File: src/rtl/audio_pkg.sv
// Shared types and constants for the I2S / left-justified audio transceiver.
package audio_pkg;

  typedef enum logic {
    SLOT_LEFT  = 1'b0,
    SLOT_RIGHT = 1'b1
  } slot_e;

  typedef enum logic {
    MODE_I2S = 1'b0,
    MODE_LJ  = 1'b1
  } mode_e;

  localparam int SYNC_STAGES = 2;

endpackage

File: src/rtl/audio_fifo.sv
// Single-clock FIFO with show-ahead read data; the extra pointer bit separates full from empty.
module audio_fifo #(
  parameter int WIDTH = 24,
  parameter int DEPTH = 8
) (
  input  logic             clk,
  input  logic             rst_n,
  input  logic [WIDTH-1:0] wr_data,
  input  logic             wr_en,
  output logic             full,
  output logic [WIDTH-1:0] rd_data,
  input  logic             rd_en,
  output logic             empty
);

  localparam int AW = $clog2(DEPTH);

  logic [WIDTH-1:0] mem [DEPTH];
  logic [AW:0]      wr_ptr;
  logic [AW:0]      rd_ptr;
  logic             push;
  logic             pop;

  assign empty   = (wr_ptr == rd_ptr);
  assign full    = (wr_ptr[AW] != rd_ptr[AW]) && (wr_ptr[AW-1:0] == rd_ptr[AW-1:0]);
  assign push    = wr_en && !full;
  assign pop     = rd_en && !empty;
  assign rd_data = mem[rd_ptr[AW-1:0]];

  always_ff @(posedge clk or negedge rst_n) begin
    if (!rst_n) begin
      wr_ptr <= '0;
      rd_ptr <= '0;
    end else begin
      if (push) wr_ptr <= wr_ptr + 1'b1;
      if (pop)  rd_ptr <= rd_ptr + 1'b1;
    end
  end

  always_ff @(posedge clk) begin
    if (push) mem[wr_ptr[AW-1:0]] <= wr_data;
  end

endmodule

File: src/rtl/audio_i2s_xcvr.sv
// Codec-slave I2S / left-justified transceiver: per-channel playback and capture FIFOs,
// serial pins oversampled in the clk domain.
module audio_i2s_xcvr
  import audio_pkg::*;
#(
  parameter int DATA_W     = 24,
  parameter int FIFO_DEPTH = 8
) (
  input  logic              clk,
  input  logic              reset,
  input  logic [DATA_W-1:0] to_dac_left_channel_data,
  input  logic              to_dac_left_channel_valid,
  output logic              to_dac_left_channel_ready,
  input  logic [DATA_W-1:0] to_dac_right_channel_data,
  input  logic              to_dac_right_channel_valid,
  output logic              to_dac_right_channel_ready,
  output logic [DATA_W-1:0] from_adc_left_channel_data,
  output logic              from_adc_left_channel_valid,
  input  logic              from_adc_left_channel_ready,
  output logic [DATA_W-1:0] from_adc_right_channel_data,
  output logic              from_adc_right_channel_valid,
  input  logic              from_adc_right_channel_ready,
  input  logic              AUD_BCLK,
  input  logic              AUD_DACLRCK,
  input  logic              AUD_ADCLRCK,
  input  logic              AUD_ADCDAT,
  output logic              AUD_DACDAT,
  input  logic              lj_mode,
  input  logic              status_clear,
  output logic              dac_underflow,
  output logic              adc_overflow
);

  localparam int CW = $clog2(DATA_W + 1);

  logic [SYNC_STAGES-1:0] bclk_sync, dlr_sync, alr_sync, adat_sync;
  logic [SYNC_STAGES:0]   primed;
  logic                   bclk_d, dlr_d, alr_d;
  logic                   bclk_s, dlr_s, alr_s, adat_s;
  logic                   armed, bclk_rise, bclk_fall;

  logic [DATA_W-1:0] dac_wr_data [2];
  logic [DATA_W-1:0] dac_rd_data [2];
  logic [DATA_W-1:0] adc_rd_data [2];
  logic [1:0]        dac_wr_en, dac_full, dac_empty, dac_pop;
  logic [1:0]        adc_push, adc_full, adc_empty, adc_rd_en;

  logic              dac_edge, adc_edge;
  slot_e             dac_sel, adc_sel;
  mode_e             dac_mode_q, adc_mode_q, dac_mode, adc_mode;
  logic [DATA_W-1:0] dac_word;

  logic [DATA_W-1:0] tx_shift;
  logic [CW-1:0]     tx_cnt;
  logic [DATA_W-2:0] rx_shift;
  logic [CW-1:0]     rx_cnt;
  logic              rx_skip;
  slot_e             rx_slot;
  logic              rx_done;
  logic [DATA_W-1:0] rx_word;
  slot_e             rx_word_slot;

  // Edges are only trusted once every stage holds a real pin sample, so a pin that is
  // already high at reset release does not look like a fresh LRCK edge.
  always_ff @(posedge clk or negedge reset) begin
    if (!reset) begin
      bclk_sync <= '0;
      dlr_sync  <= '0;
      alr_sync  <= '0;
      adat_sync <= '0;
      primed    <= '0;
      bclk_d    <= 1'b0;
      dlr_d     <= 1'b0;
      alr_d     <= 1'b0;
    end else begin
      bclk_sync <= {bclk_sync[SYNC_STAGES-2:0], AUD_BCLK};
      dlr_sync  <= {dlr_sync[SYNC_STAGES-2:0], AUD_DACLRCK};
      alr_sync  <= {alr_sync[SYNC_STAGES-2:0], AUD_ADCLRCK};
      adat_sync <= {adat_sync[SYNC_STAGES-2:0], AUD_ADCDAT};
      primed    <= {primed[SYNC_STAGES-1:0], 1'b1};
      bclk_d    <= bclk_s;
      dlr_d     <= dlr_s;
      alr_d     <= alr_s;
    end
  end

  assign bclk_s    = bclk_sync[SYNC_STAGES-1];
  assign dlr_s     = dlr_sync[SYNC_STAGES-1];
  assign alr_s     = alr_sync[SYNC_STAGES-1];
  assign adat_s    = adat_sync[SYNC_STAGES-1];
  assign armed     = primed[SYNC_STAGES];
  assign bclk_rise = armed && bclk_s && !bclk_d;
  assign bclk_fall = armed && !bclk_s && bclk_d;

  assign dac_edge = armed && (dlr_s != dlr_d);
  assign adc_edge = armed && (alr_s != alr_d);
  assign dac_sel  = dlr_s ? SLOT_RIGHT : SLOT_LEFT;
  assign adc_sel  = alr_s ? SLOT_RIGHT : SLOT_LEFT;
  assign dac_mode = (dac_edge && !dlr_s) ? mode_e'(lj_mode) : dac_mode_q;
  assign adc_mode = (adc_edge && !alr_s) ? mode_e'(lj_mode) : adc_mode_q;
  assign dac_word = dac_empty[dac_sel] ? '0 : dac_rd_data[dac_sel];

  assign dac_wr_data[0] = to_dac_left_channel_data;
  assign dac_wr_data[1] = to_dac_right_channel_data;
  assign dac_wr_en      = {to_dac_right_channel_valid, to_dac_left_channel_valid};
  assign adc_rd_en      = {from_adc_right_channel_ready, from_adc_left_channel_ready};

  assign to_dac_left_channel_ready    = reset && !dac_full[0];
  assign to_dac_right_channel_ready   = reset && !dac_full[1];
  assign from_adc_left_channel_valid  = !adc_empty[0];
  assign from_adc_right_channel_valid = !adc_empty[1];
  assign from_adc_left_channel_data   = adc_rd_data[0];
  assign from_adc_right_channel_data  = adc_rd_data[1];

  for (genvar ch = 0; ch < 2; ch++) begin : g_ch
    assign dac_pop[ch]  = dac_edge && (dac_sel == (ch == 0 ? SLOT_LEFT : SLOT_RIGHT)) && !dac_empty[ch];
    assign adc_push[ch] = rx_done && (rx_word_slot == (ch == 0 ? SLOT_LEFT : SLOT_RIGHT));

    audio_fifo #(.WIDTH(DATA_W), .DEPTH(FIFO_DEPTH)) u_dac_fifo (
      .clk     (clk),
      .rst_n   (reset),
      .wr_data (dac_wr_data[ch]),
      .wr_en   (dac_wr_en[ch]),
      .full    (dac_full[ch]),
      .rd_data (dac_rd_data[ch]),
      .rd_en   (dac_pop[ch]),
      .empty   (dac_empty[ch])
    );

    audio_fifo #(.WIDTH(DATA_W), .DEPTH(FIFO_DEPTH)) u_adc_fifo (
      .clk     (clk),
      .rst_n   (reset),
      .wr_data (rx_word),
      .wr_en   (adc_push[ch]),
      .full    (adc_full[ch]),
      .rd_data (adc_rd_data[ch]),
      .rd_en   (adc_rd_en[ch]),
      .empty   (adc_empty[ch])
    );
  end

  // A BCLK fall seen in the same cycle as the LRCK edge belongs to the old slot; in I2S
  // the MSB therefore goes out on the following fall.
  always_ff @(posedge clk or negedge reset) begin
    if (!reset) begin
      tx_shift   <= '0;
      tx_cnt     <= '0;
      AUD_DACDAT <= 1'b0;
      dac_mode_q <= MODE_I2S;
    end else if (dac_edge) begin
      dac_mode_q <= dac_mode;
      if (dac_mode == MODE_LJ) begin
        AUD_DACDAT <= dac_word[DATA_W-1];
        tx_shift   <= {dac_word[DATA_W-2:0], 1'b0};
        tx_cnt     <= CW'(DATA_W - 1);
      end else begin
        tx_shift   <= dac_word;
        tx_cnt     <= CW'(DATA_W);
      end
    end else if (bclk_fall) begin
      if (tx_cnt != '0) begin
        AUD_DACDAT <= tx_shift[DATA_W-1];
        tx_shift   <= {tx_shift[DATA_W-2:0], 1'b0};
        tx_cnt     <= tx_cnt - CW'(1);
      end else begin
        AUD_DACDAT <= 1'b0;
      end
    end
  end

  // Restarting on every LRCK edge silently drops a short frame's partial word.
  always_ff @(posedge clk or negedge reset) begin
    if (!reset) begin
      rx_shift     <= '0;
      rx_cnt       <= '0;
      rx_skip      <= 1'b0;
      rx_slot      <= SLOT_LEFT;
      rx_done      <= 1'b0;
      rx_word      <= '0;
      rx_word_slot <= SLOT_LEFT;
      adc_mode_q   <= MODE_I2S;
    end else begin
      rx_done <= 1'b0;
      if (adc_edge) begin
        adc_mode_q <= adc_mode;
        rx_slot    <= adc_sel;
        rx_skip    <= (adc_mode == MODE_I2S);
        rx_cnt     <= CW'(DATA_W);
        rx_shift   <= '0;
      end else if (bclk_rise) begin
        if (rx_skip) begin
          rx_skip <= 1'b0;
        end else if (rx_cnt != '0) begin
          rx_shift <= {rx_shift[DATA_W-3:0], adat_s};
          rx_cnt   <= rx_cnt - CW'(1);
          if (rx_cnt == CW'(1)) begin
            rx_done      <= 1'b1;
            rx_word      <= {rx_shift, adat_s};
            rx_word_slot <= rx_slot;
          end
        end
      end
    end
  end

  always_ff @(posedge clk or negedge reset) begin
    if (!reset) begin
      dac_underflow <= 1'b0;
      adc_overflow  <= 1'b0;
    end else begin
      if (dac_edge && dac_empty[dac_sel]) dac_underflow <= 1'b1;
      else if (status_clear)              dac_underflow <= 1'b0;
      if (rx_done && adc_full[rx_word_slot]) adc_overflow <= 1'b1;
      else if (status_clear)                 adc_overflow <= 1'b0;
    end
  end

endmodule

File: config.mk
export PLATFORM = sky130hd
export DESIGN_NAME = audio_i2s_xcvr
export DESIGN_NICKNAME = d
export VERILOG_FILES = /design/src/rtl/audio_pkg.sv /design/src/rtl/audio_fifo.sv /design/src/rtl/audio_i2s_xcvr.sv
export SDC_FILE = /design/constraint.sdc
export NUM_CORES = 1
export LEC_CHECK = 0
export CAP_MARGIN = 10
export CORE_MARGIN = 5
export CORE_UTILIZATION = 35
export CTS_BUF_LIST = sky130_fd_sc_hd__clkbuf_8
export DETAILED_ROUTE_END_ITERATION = 12
export SETUP_SLACK_MARGIN = 0.2
export SYNTH_ARGS = -nofsm -noshare
export SYNTH_HDL_FRONTEND = slang
export SYNTH_SLANG_ARGS = --single-unit
File: constraint.sdc
create_clock -name clk -period 4.5 [get_ports clk]
set_clock_uncertainty 0.1 [all_clocks]
set_input_delay 1.125 -clock clk [delete_from_list [all_inputs] [get_ports clk]]
set_output_delay 1.125 -clock clk [all_outputs]
set_load 0.01 [all_outputs]
==> results.json <==
{
  "crit_buf_inv": 2,
  "core.rowCount": 116,
  "grt_pass1_wl_um": 116000,
  "synthTopCellsByArea": "edfxtp_1 (65%), mux4_2 (12%), dfrtp_1 (9.7%)",
  "status": "finished, final reports clean",
  "area_delta_synth_final_pct": 17.0,
  "hold_violations": 0,
  "max_freq_ghz": 0.242,
  "p_per_area_nw_per_um2": 565,
  "drtIter0Drc": 1338,
  "synth_top_area_frac": 0.654,
  "worstHoldPathType": "in2async",
  "place_congestion": 0.789,
  "syn_inst": 1721,
  "worstMarginPinSlew_ps": 970,
  "synth_seq_cells": 904,
  "port_buffers": 114,
  "htree_num_levels": 4,
  "final.period_utilization": 0.917,
  "grt_overflow": 0,
  "fill_cells": 8807,
  "worstSetupPathType": "reg2out",
  "arrival_ps": 2900,
  "yosys.area.top_type": "edfxtp_1",
  "synth_area_um2": 35200,
  "drive_above_1_share": 0.283,
  "setup-tns-final_ps": 0,
  "hpwlAfterDp_um": 45300,
  "diodes": 0,
  "required_ps": 3270,
  "slowest_delay_ps": 520,
  "period_minus_slack_ps": 4130,
  "totalWireLength_um": 76900,
  "cts.clk_slew.worst_paths_ps": 60,
  "vias": 17100,
  "cp_slowest_cell": "dfrtp_4",
  "avgSynthCellArea_um2": 20.5,
  "slew_headroom": 0.335,
  "die_w_um": 327,
  "start_kind": "flip-flop",
  "nets": 2033,
  "drtAntennaViolNets": 0,
  "setup_viol": 0,
  "grt_max_degree": 69,
  "maxSlewViolCount": 0,
  "yosysMostFrequentCell": "edfxtp_1",
  "critPathMaxFanout": 9,
  "rsz0062_at_grt": "false",
  "clock_sinks": 904,
  "cp-end-kind": "output pin",
  "synth_nets": 1792,
  "antenna_found_initial": 0,
  "drv_cap": 0,
  "yosysUniqueCellTypes": 55,
  "yosysWarnings": 0,
  "crit_chain": "buf_4 > mux4_2 > mux2_2 > clkdlybuf4s50_1",
  "cts_tree": "built",
  "root_buffer": "clkbuf_8",
  "ir_drop_v": 0.000537,
  "synth_edf_count": 768,
  "leakagePower_nw": 13.8,
  "start_util": 0.352,
  "die_h_um": 327,
  "drtPass1Iterations": 5,
  "yosysSeqAreaShare": 0.751,
  "grt_pass1_vias": 18600,
  "vias_per_cell": 5.07,
  "synth-main-ff-cell": "edfxtp_1",
  "cts_buffer_depth": 3,
  "design_area_um2": 41200,
  "wl_per_cell_um": 22.7,
  "clkLatencyLatePin_ps": 800,
  "crit_family": "multiplexers",
  "die-area_um2": 107000,
  "async_flop_share": 0.150,
  "numCtsBuffers": 149,
  "io_pins": 115,
  "place_area_um2": 38300,
  "synth_common_cells": "edfxtp_1 (768), mux4_2 (189), dfrtp_1 (136)",
  "fp.coreArea_um2": 100000,
  "grtUsageTotal": 0.144,
  "drc": 0
}
-- timing repair --
action	CTS	global route
endpoints found under the setup margin	43	2
hold buffers	0	0
setup buffers	8	1
resized for setup	2	0
-- placed cells by master (no fill, tap or decap), drive strengths merged, types with 3 or more instances in the layout --
cell | netlist | routed
and2 | 8 | 8
nor2 | 55 | 55
nand3 | 20 | 20
nand2 | 39 | 39
dfrtp | 136 | 136
a22o | 25 | 25
xor2 | 20 | 20
o211ai | 15 | 15
nor3 | 15 | 15
clkinv | 0 | 47
bufinv | 0 | 4
buf | 57 | 74
o21ai | 36 | 36
clkdlybuf4s50 | 0 | 113
o32a | 3 | 3
edfxtp | 768 | 768
clkbuf | 40 | 156
nand4b | 4 | 4
a21oi | 9 | 9
a2111oi | 15 | 15
inv | 10 | 73
mux2i | 30 | 30
mux4 | 189 | 189
or2 | 3 | 3
o221ai | 4 | 4
a22oi | 3 | 3
xnor2 | 25 | 25
nand2b | 15 | 15
nand4 | 7 | 7
a221oi | 3 | 3
mux2 | 100 | 100
clkinvlp | 0 | 3
o22a | 20 | 20
nor2b | 7 | 7
ha | 11 | 11
-- where the power goes --
group,switching (W),internal [W]
logic,0.00320,0.00312
registers,0.000408,0.00983
clock network,0.00327,0.00350
-- worst paths after layout --
path	from	end	slack [ps]	cells after the start
worst min-delay path	reset	g_ch[0].u_adc_fifo.rd_ptr[2]$_DFFE_PN0P_	100	1
worst max-delay path	g_ch[1].u_adc_fifo.rd_ptr[0]$_DFFE_PN0P_	from_adc_right_channel_data[18]	370	4
max in group asynchronous	reset	g_ch[1].u_adc_fifo.rd_ptr[1]$_DFFE_PN0P_	2270	3
worst min register to register	primed[0]$_DFF_PN0_	primed[1]$_DFF_PN0_	230	0
min in group clk	primed[0]$_DFF_PN0_	primed[1]$_DFF_PN0_	230	0
worst max register to register	g_ch[1].u_adc_fifo.rd_ptr[1]$_DFFE_PN0P_	g_ch[1].u_adc_fifo.mem[2][12]$_DFFE_PP_	1270	6
-- stage by stage --
step	std cells	power (W)	hold WS, ps	worst slack [ps]	utilization
2_1_floorplan	1721	0.0145	231	783	-
3_3_place_gp	3100	0.0166	233	801	0.383
3_5_place_dp	3100	0.0167	238	793	0.383
4_1_cts	3381	0.0237	23.2	218	0.412
5_1_grt	3382	0.0245	53.4	226	0.412
6_report	3382	0.0233	99.8	374	0.412
-- logic make-up after synthesis --
logic type               after synthesis  share of synthesized area
AO/OA/AOI/OAI                        147                     0.0308
XOR/XNOR                              45                     0.0112
adder cells (fa/ha/maj)               11                    0.00390
buffers and inverters                107                     0.0154
flip-flops                           904                      0.751
multiplexers                         319                      0.161
other                                  1                   0.000106
AND/OR/NAND/NOR                      187                     0.0264
-- layer usage --
layer | GRT usage | share of wire | vias up | wire (um)
met4 | 0.0486 | 0.024 | 0 | 1860
li1 | - | - | 7551 | -
met1 | 0.178 | 0.40 | 8969 | 31100
met5 | 0 | 0 | - | 0
met2 | 0.249 | 0.52 | 494 | 39800
met3 | 0.0342 | 0.054 | 128 | 4170
-- registers in the layout (all words and copies together), names as in the netlist, 8 cells and up --
name	count
g_ch.u_adc_fifo.mem	384
g_ch.u_dac_fifo.mem	384
rx_word	24
tx_shift	24
rx_shift	23
g_ch.u_adc_fifo.rd_ptr	8
g_ch.u_adc_fifo.wr_ptr	8
g_ch.u_dac_fifo.rd_ptr	8
g_ch.u_dac_fifo.wr_ptr	8
-- worst reg2reg max path: stages, from the launching register on --
cell and delay, ps:
dfrtp_4 610, buf_8 220, xnor2_1 180, a41oi_1 500, nand2b_1 260, nor2_2 810, buf_12 250
-- layout make-up --
| type | instances | area [um2] | share of cell area |
|---|---|---|---|
| Clock inverter | 117 | 697 | 0.0169 |
| Sequential cell | 904 | 26500 | 0.642 |
| Clock buffer | 156 | 2150 | 0.0521 |
| Timing Repair Buffer | 187 | 1920 | 0.0466 |
| Multi-Input combinational cell | 710 | 8340 | 0.202 |
| Inverter | 10 | 37.5 | 0.000910 |
| Tap cell | 1298 | 1620 | 0.0394 |
Power figures use the tool's default switching activity.
